### config.mk
export PLATFORM = sky130hd
export DESIGN_NAME = tex_bilinear_seq
export DESIGN_NICKNAME = d
export VERILOG_FILES = /design/src/rtl/tex_bilinear_seq.sv
export SDC_FILE = /design/constraint.sdc
export NUM_CORES = 2
export LEC_CHECK = 0
export ABC_CLOCK_PERIOD_IN_PS = 7690
export CORE_AREA = 2 2 245 428
export DETAILED_ROUTE_END_ITERATION = 6
export DIE_AREA = 0 0 247 430
export HOLD_SLACK_MARGIN = 0.15
export PLACE_DENSITY_LB_ADDON = 0.15
export SLEW_MARGIN = 10
export SYNTH_ARGS = -nofsm -noshare
export SYNTH_HDL_FRONTEND = slang
export SYNTH_SLANG_ARGS = --single-unit
### constraint.sdc
create_clock -name core_clock_i -period 7.69 [get_ports core_clock_i]
set_clock_uncertainty 0.1 [all_clocks]
set_input_delay 1.538 -clock core_clock_i [delete_from_list [all_inputs] [get_ports core_clock_i]]
set_output_delay 1.538 -clock core_clock_i [all_outputs]
set_load 0.01 [all_outputs]
### src/rtl/tex_bilinear_seq.sv
// Texture sample sequencer: issues one or four serialized cache lookups per
// fragment, collects the returned texels and bilinearly blends them.
module tex_bilinear_seq (
    input  logic        core_clock_i,
    input  logic        core_reset_n_i,
    input  logic        req_valid_i,
    output logic        req_ready_o,
    input  logic [23:0] req_s_i,
    input  logic [23:0] req_t_i,
    input  logic [23:0] req_ds_i,
    input  logic [23:0] req_dt_i,
    input  logic [7:0]  req_fs_i,
    input  logic [7:0]  req_ft_i,
    input  logic        req_filter_i,
    input  logic [15:0] req_tag_i,
    output logic [23:0] tex_s_o,
    output logic [23:0] tex_t_o,
    output logic        tex_lkp_o,
    input  logic [23:0] tex_rgb_i,
    input  logic        tex_valid_i,
    output logic        frag_valid_o,
    input  logic        frag_ready_i,
    output logic [23:0] frag_rgb_o,
    output logic [15:0] frag_tag_o
);

    localparam int unsigned CW   = 24;
    localparam int unsigned FW   = 8;
    localparam int unsigned TAGW = 16;
    localparam int unsigned RGBW = 24;
    localparam int unsigned NCH  = 3;

    typedef enum logic [2:0] {
        S_IDLE    = 3'd0,
        S_ISSUE   = 3'd1,
        S_WAIT    = 3'd2,
        S_BLEND_H = 3'd3,
        S_BLEND_V = 3'd4,
        S_OUT     = 3'd5
    } state_t;

    state_t             r_state;
    state_t             w_state_nxt;

    logic [CW-1:0]      r_s;
    logic [CW-1:0]      r_t;
    logic [CW-1:0]      r_ds;
    logic [CW-1:0]      r_dt;
    logic [FW-1:0]      r_fs;
    logic [FW-1:0]      r_ft;
    logic               r_filter;
    logic [TAGW-1:0]    r_tag;
    logic [1:0]         r_idx;
    logic [RGBW-1:0]    r_texel [4];
    logic [RGBW-1:0]    r_top;
    logic [RGBW-1:0]    r_bot;

    logic               r_req_ready;
    logic               r_lkp;
    logic               r_frag_valid;
    logic [CW-1:0]      r_tex_s;
    logic [CW-1:0]      r_tex_t;
    logic [RGBW-1:0]    r_frag_rgb;
    logic [TAGW-1:0]    r_frag_tag;

    logic               w_req_ready_nxt;
    logic               w_lkp_nxt;
    logic               w_frag_valid_nxt;
    logic [1:0]         w_coord_idx;
    logic [CW-1:0]      w_base_s;
    logic [CW-1:0]      w_base_t;
    logic [CW-1:0]      w_step_s;
    logic [CW-1:0]      w_step_t;
    logic [CW-1:0]      w_s_nxt;
    logic [CW-1:0]      w_t_nxt;
    logic [RGBW-1:0]    w_top;
    logic [RGBW-1:0]    w_bot;
    logic [RGBW-1:0]    w_vert;

    // 8-bit lerp with 9-bit weights; the sum never exceeds 255*256 so 16 bits suffice
    function automatic logic [7:0] lerp8(input logic [7:0] a, input logic [7:0] b,
                                         input logic [7:0] f);
        logic [15:0] w_p0;
        logic [15:0] w_p1;
        logic [15:0] w_sum;
        w_p0  = 16'(a) * (16'd256 - 16'(f));
        w_p1  = 16'(b) * 16'(f);
        w_sum = w_p0 + w_p1;
        return 8'(w_sum >> 8);
    endfunction

    // State register
    always_ff @(posedge core_clock_i or negedge core_reset_n_i) begin
        if (!core_reset_n_i) begin
            r_state <= S_IDLE;
        end else begin
            r_state <= w_state_nxt;
        end
    end

    // Next-state logic
    always_comb begin
        w_state_nxt = r_state;
        case (r_state)
            S_IDLE:    if (req_valid_i) w_state_nxt = S_ISSUE;
            S_ISSUE:   w_state_nxt = S_WAIT;
            S_WAIT: begin
                if (tex_valid_i) begin
                    if (!r_filter)           w_state_nxt = S_OUT;
                    else if (r_idx == 2'd3)  w_state_nxt = S_BLEND_H;
                    else                     w_state_nxt = S_ISSUE;
                end
            end
            S_BLEND_H: w_state_nxt = S_BLEND_V;
            S_BLEND_V: w_state_nxt = S_OUT;
            S_OUT:     if (frag_ready_i) w_state_nxt = S_IDLE;
            default:   w_state_nxt = S_IDLE;
        endcase
    end

    // Output decode: next-cycle control outputs and the coordinate of the next lookup
    always_comb begin
        w_req_ready_nxt  = (w_state_nxt == S_IDLE);
        w_lkp_nxt        = (w_state_nxt == S_ISSUE);
        w_frag_valid_nxt = (w_state_nxt == S_OUT);
        w_coord_idx      = (r_state == S_IDLE) ? 2'd0 : r_idx + 2'd1;
        w_base_s         = (r_state == S_IDLE) ? req_s_i  : r_s;
        w_base_t         = (r_state == S_IDLE) ? req_t_i  : r_t;
        w_step_s         = (r_state == S_IDLE) ? req_ds_i : r_ds;
        w_step_t         = (r_state == S_IDLE) ? req_dt_i : r_dt;
        w_s_nxt          = w_base_s + (w_coord_idx[0] ? w_step_s : CW'(0));
        w_t_nxt          = w_base_t + (w_coord_idx[1] ? w_step_t : CW'(0));
    end

    // Per-channel horizontal and vertical blend
    always_comb begin
        w_top  = '0;
        w_bot  = '0;
        w_vert = '0;
        for (int ch = 0; ch < int'(NCH); ch++) begin
            w_top[ch*8 +: 8]  = lerp8(r_texel[0][ch*8 +: 8], r_texel[1][ch*8 +: 8], r_fs);
            w_bot[ch*8 +: 8]  = lerp8(r_texel[2][ch*8 +: 8], r_texel[3][ch*8 +: 8], r_fs);
            w_vert[ch*8 +: 8] = lerp8(r_top[ch*8 +: 8], r_bot[ch*8 +: 8], r_ft);
        end
    end

    // Registered handshake and lookup strobes
    always_ff @(posedge core_clock_i or negedge core_reset_n_i) begin
        if (!core_reset_n_i) begin
            r_req_ready  <= 1'b1;
            r_lkp        <= 1'b0;
            r_frag_valid <= 1'b0;
        end else begin
            r_req_ready  <= w_req_ready_nxt;
            r_lkp        <= w_lkp_nxt;
            r_frag_valid <= w_frag_valid_nxt;
        end
    end

    // Request capture, texel collection, blend pipeline and result registers
    always_ff @(posedge core_clock_i or negedge core_reset_n_i) begin
        if (!core_reset_n_i) begin
            r_s        <= '0;
            r_t        <= '0;
            r_ds       <= '0;
            r_dt       <= '0;
            r_fs       <= '0;
            r_ft       <= '0;
            r_filter   <= 1'b0;
            r_tag      <= '0;
            r_idx      <= 2'd0;
            for (int i = 0; i < 4; i++) r_texel[i] <= '0;
            r_top      <= '0;
            r_bot      <= '0;
            r_tex_s    <= '0;
            r_tex_t    <= '0;
            r_frag_rgb <= '0;
            r_frag_tag <= '0;
        end else begin
            case (r_state)
                S_IDLE: begin
                    if (req_valid_i) begin
                        r_s      <= req_s_i;
                        r_t      <= req_t_i;
                        r_ds     <= req_ds_i;
                        r_dt     <= req_dt_i;
                        r_fs     <= req_fs_i;
                        r_ft     <= req_ft_i;
                        r_filter <= req_filter_i;
                        r_tag    <= req_tag_i;
                        r_idx    <= 2'd0;
                    end
                end
                S_WAIT: begin
                    if (tex_valid_i) begin
                        r_texel[r_idx] <= tex_rgb_i;
                        if (!r_filter)           r_frag_rgb <= tex_rgb_i;
                        else if (r_idx != 2'd3)  r_idx      <= r_idx + 2'd1;
                    end
                end
                S_BLEND_H: begin
                    r_top <= w_top;
                    r_bot <= w_bot;
                end
                S_BLEND_V: r_frag_rgb <= w_vert;
                default: ;
            endcase
            if (w_state_nxt == S_ISSUE) begin
                r_tex_s <= w_s_nxt;
                r_tex_t <= w_t_nxt;
            end
            if ((w_state_nxt == S_OUT) && (r_state != S_OUT)) begin
                r_frag_tag <= r_tag;
            end
        end
    end

    assign req_ready_o  = r_req_ready;
    assign tex_lkp_o    = r_lkp;
    assign tex_s_o      = r_tex_s;
    assign tex_t_o      = r_tex_t;
    assign frag_valid_o = r_frag_valid;
    assign frag_rgb_o   = r_frag_rgb;
    assign frag_tag_o   = r_frag_tag;

endmodule

==> summary.md <==
The initial core utilization came out at 54.6%. Detailed placement finished with a half-perimeter wire length of 115000 um. In this run the number of H-tree levels came out at 2.

The initialized floorplan defines 156 standard-cell rows. The max-slew violation total from the final report came out at 0. The number of buffers created by CTS came out at 45. The flow ran to the end, and the final reports show no timing, DRC or antenna violations.

Class of the worst hold path: flip-flop to flip-flop. STA puts the critical path data required time at 8.05 ns. Counting the fill cells in the layout gives 9014.

The final count of negative-setup-slack endpoints came out at 0. The cell taking the most area after synthesis was sky130_fd_sc_hd__fa_1. The tools report the type of element capturing the critical path as a flip-flop. After synthesis, the most frequently instantiated cells are sky130_fd_sc_hd__inv_1, sky130_fd_sc_hd__fa_1, sky130_fd_sc_hd__and2_1. After detailed routing, the total wire length is 147000 um.

The run gives 0.920 as the final weighted congestion in routability-driven placement. The synthesized netlist occupies a cell area of 0.0561 sq mm. The tools report the global-route wire length before repair as 238000 um.

The routed layout has 40016 vias. The arrival time reported for the critical path endpoint was 7.67 ns; the share of the clock period used by the worst path after layout was 95.1%. For the fmax, the log shows 137 MHz. Dividing the detail-routed wire length by the instance count gives 19.8 um.

The critical path starts at r_fs[1]. The cell count after synthesis was 5963. At the pin with the least slew margin, the transition time is 1.10 ns. In this run the vertical extent of the chip is 430 um. For this block, the initial DRC count from the detailed router was 1601.

Across the run, the number of max-cap violations was 0. The relative slew slack is 26.8%, and the logic depth of the worst register-to-register path is 26. Compared with the post-synthesis result, the final layout area differs by 9.75%.

The average instance in the mapped netlist occupies 9.41 sq um. Buffers placed on the I/O ports in this run total 248. After synthesis, the netlist uses 63 different library cells. The tools report the number of clock sinks as 369. The kind of launch point of the worst setup path is a flip-flop.

Setup repair after global routing left no endpoint under its margin. The number of global-route vias before repair came out at 44824. The final-report hold violation count is 0. Ranked by total cell area, the synthesized netlist is headed by sky130_fd_sc_hd__fa_1, sky130_fd_sc_hd__dfrtp_1, sky130_fd_sc_hd__ha_1.

The global route total overflow is 0, and the area share of the largest cell type after synthesis is 32.2%. Counting flops with a built-in enable in the synthesized netlist gives 0. The tools report the library cell used as clock root buffer as sky130_fd_sc_hd__clkbuf_16.

Yosys instantiated no cell more often than sky130_fd_sc_hd__inv_1. The fraction of layout cells with a size suffix above 1 is 7.15%, and the clock transition at the registers of the reported paths is 0.06 ns. The number of antenna violations at the first check in global routing is 14, and the shortest clock period the worst path allows after layout is 7.31 ns. The startpoint of the most critical register-to-register path is r_fs[1].

Across every metal layer, demand over resource in global routing totals 29.2%. Summing the sequential cell areas from Yosys gives 16.5% of the chip area. During I/O placement, the number of pins put on the boundary was 249.

The flip-flop and latch count after synthesis works out to 369. The logs give 0 for the post-detailed-route DRC marker count and 3 for the maximum buffer depth of the clock tree. Fraction of registers with async set/reset: 100%.

Primary flip-flop cell chosen by synthesis mapping: sky130_fd_sc_hd__dfrtp_1. The area taken by multi-input logic gates was 0.0412 sq mm; the worst hold margin was 0.375 ns. The slack of the worst reg-to-reg path came out at 0.38 ns. Before antenna repair, the detailed router went through 6 iterations. The post-detailed-route count of antenna-violating nets was 0; the die outline area was 0.106 sq mm. The per-cell via count in the routed design is 5.39, and the die extent in x is 247 um.

The worst setup path category is flip-flop to flip-flop. The logs give 7711 for the final net count and 0 for the cts-stage hold buffer count. The Yosys step of the flow raised 0 warnings. Along the worst path, the maximum fanout reaches 16.

Entering global routing, the biggest net connects 138 pins. For the worst-skew pair later-pin latency, the log shows 0.62 ns. The logs give 0.00925 sq mm for the sequential cell area and 0.103 sq mm for the area of the core.

The critical path ends at r_top[23]. The end of the worst register-to-register path was r_top[23]. Setup total negative slack: 0 ns.

TritonCTS built the clock tree. The number of nets in the synthesized netlist came out at 7623.
cells in the final DEF (no fill, tap or decap), drive strengths merged, types with 7 or more instances in the layout:
master,synthesis,layout
inv,1286,1293
fa,902,902
and2,761,761
nand2,727,727
ha,600,600
dfrtp,368,368
clkdlybuf4s50,0,247
mux2,242,242
o21ai,134,134
xnor2,112,112
nor2,71,71
buf,55,71
a21oi,65,65
xor2,58,58
clkbuf,222,53
and3,45,45
nand3,29,29
nor3,29,29
a21o,26,26
nand2b,26,26
nand4,21,21
o21a,20,20
or3,17,17
nor2b,15,15
mux2i,13,13
o31ai,13,13
a211oi,13,13
o211ai,11,11
a31oi,11,11
clkinv,0,10
o41ai,9,9
o22ai,8,8
o21bai,7,7
registers in the layout, indices dropped and copies added (netlist names), 16 cells and up:
register and cells:
r_dt 24, r_texel 96, tex_s_o 24, r_tag 16, r_top 24, r_t 24, r_ds 24, tex_t_o 24
r_s 24, frag_tag_o 16, r_bot 24, frag_rgb_o 24
layer usage:
metal  vias to the layer above  routed length [um]  track usage [%]  part of all wire, %
li1                      18143                   -                -                    -
met1                     20472               52300             31.3                   35
met2                       966               78300             53.9                   53
met3                       413                7470             4.98                  5.1
met4                        22                9260             15.6                  6.3
met5                         -                 148                0                 0.10
worst min-delay path by stage:
stage	from	to	slack (ns)	cells past startpoint
detailed placement	tex_s_o[3]	tex_s_o[3]	0.36	2
CTS	tex_s_o[3]	tex_s_o[3]	0.38	2
global placement	tex_s_o[3]	tex_s_o[3]	0.36	2
global route	r_ds[0]	r_ds[0]	0.41	1
floorplan	r_dt[0]	r_dt[0]	0.37	1
finish	tex_s_o[3]	tex_s_o[3]	0.38	2
worst max-delay path, stage by stage, from the launching register on:
cell	delay, ns
sky130_fd_sc_hd__dfrtp_2	0.41
sky130_fd_sc_hd__inv_1	0.10
sky130_fd_sc_hd__ha_2	0.21
sky130_fd_sc_hd__nand2_1	0.13
sky130_fd_sc_hd__or3_1	0.46
sky130_fd_sc_hd__xor2_4	0.22
sky130_fd_sc_hd__buf_12	0.15
sky130_fd_sc_hd__buf_4	0.25
sky130_fd_sc_hd__nand2_1	0.12
sky130_fd_sc_hd__fa_1	0.54
sky130_fd_sc_hd__fa_1	0.55
sky130_fd_sc_hd__inv_1	0.05
sky130_fd_sc_hd__fa_1	0.48
sky130_fd_sc_hd__fa_1	0.50
sky130_fd_sc_hd__fa_1	0.50
sky130_fd_sc_hd__inv_1	0.05
sky130_fd_sc_hd__fa_1	0.48
sky130_fd_sc_hd__inv_1	0.04
sky130_fd_sc_hd__ha_1	0.17
sky130_fd_sc_hd__or3_1	0.33
sky130_fd_sc_hd__o211ai_1	0.28
sky130_fd_sc_hd__a21oi_1	0.18
sky130_fd_sc_hd__o41ai_2	0.33
sky130_fd_sc_hd__nor2b_1	0.11
sky130_fd_sc_hd__a21oi_1	0.20
sky130_fd_sc_hd__xnor2_1	0.14
sky130_fd_sc_hd__o21ai_0	0.09
cells by family after synthesis:
logic type	count (synthesis)	share of synthesized area, %
AO/OA/AOI/OAI	345	3.76
XOR/XNOR	170	2.65
adder cells (fa/ha/maj)	1502	45.5
buffers and inverters	1563	10.5
flip-flops	369	16.5
multiplexers	255	5.09
AND/OR/NAND/NOR	1759	16.0
per-stage QoR:
step | util, % | area [sq um] | setup WS [ns] | std cells
3_5_place_dp | 58.3 | 60000 | 0.0964 | 7345
3_3_place_gp | 58.3 | 60000 | 0.201 | 7345
2_1_floorplan | - | 56100 | 0.639 | 5963
6_report | 59.9 | 61600 | 0.379 | 7429
4_1_cts | 59.8 | 61500 | 0.0829 | 7426
5_1_grt | 59.9 | 61600 | 0.00968 | 7428
cell type report:
| class | instances | area share [%] |
|---|---|---|
| Multi-Input combinational cell | 4031 | 66.8 |
| Clock buffer | 53 | 1.94 |
| Tap cell | 1343 | 2.73 |
| Clock inverter | 28 | 0.597 |
| Antenna cell | 1 | 0.00406 |
| Sequential cell | 369 | 15.0 |
| Inverter | 1286 | 7.84 |
| Timing Repair Buffer | 318 | 5.06 |
repair_timing:
action	CTS	global route
endpoints found under the setup margin	0	14
setup buffers	0	2
resized for setup	0	6
Power is not shown: default switching activity piles up to over one toggle a cycle in this logic, so the estimate is an artifact.
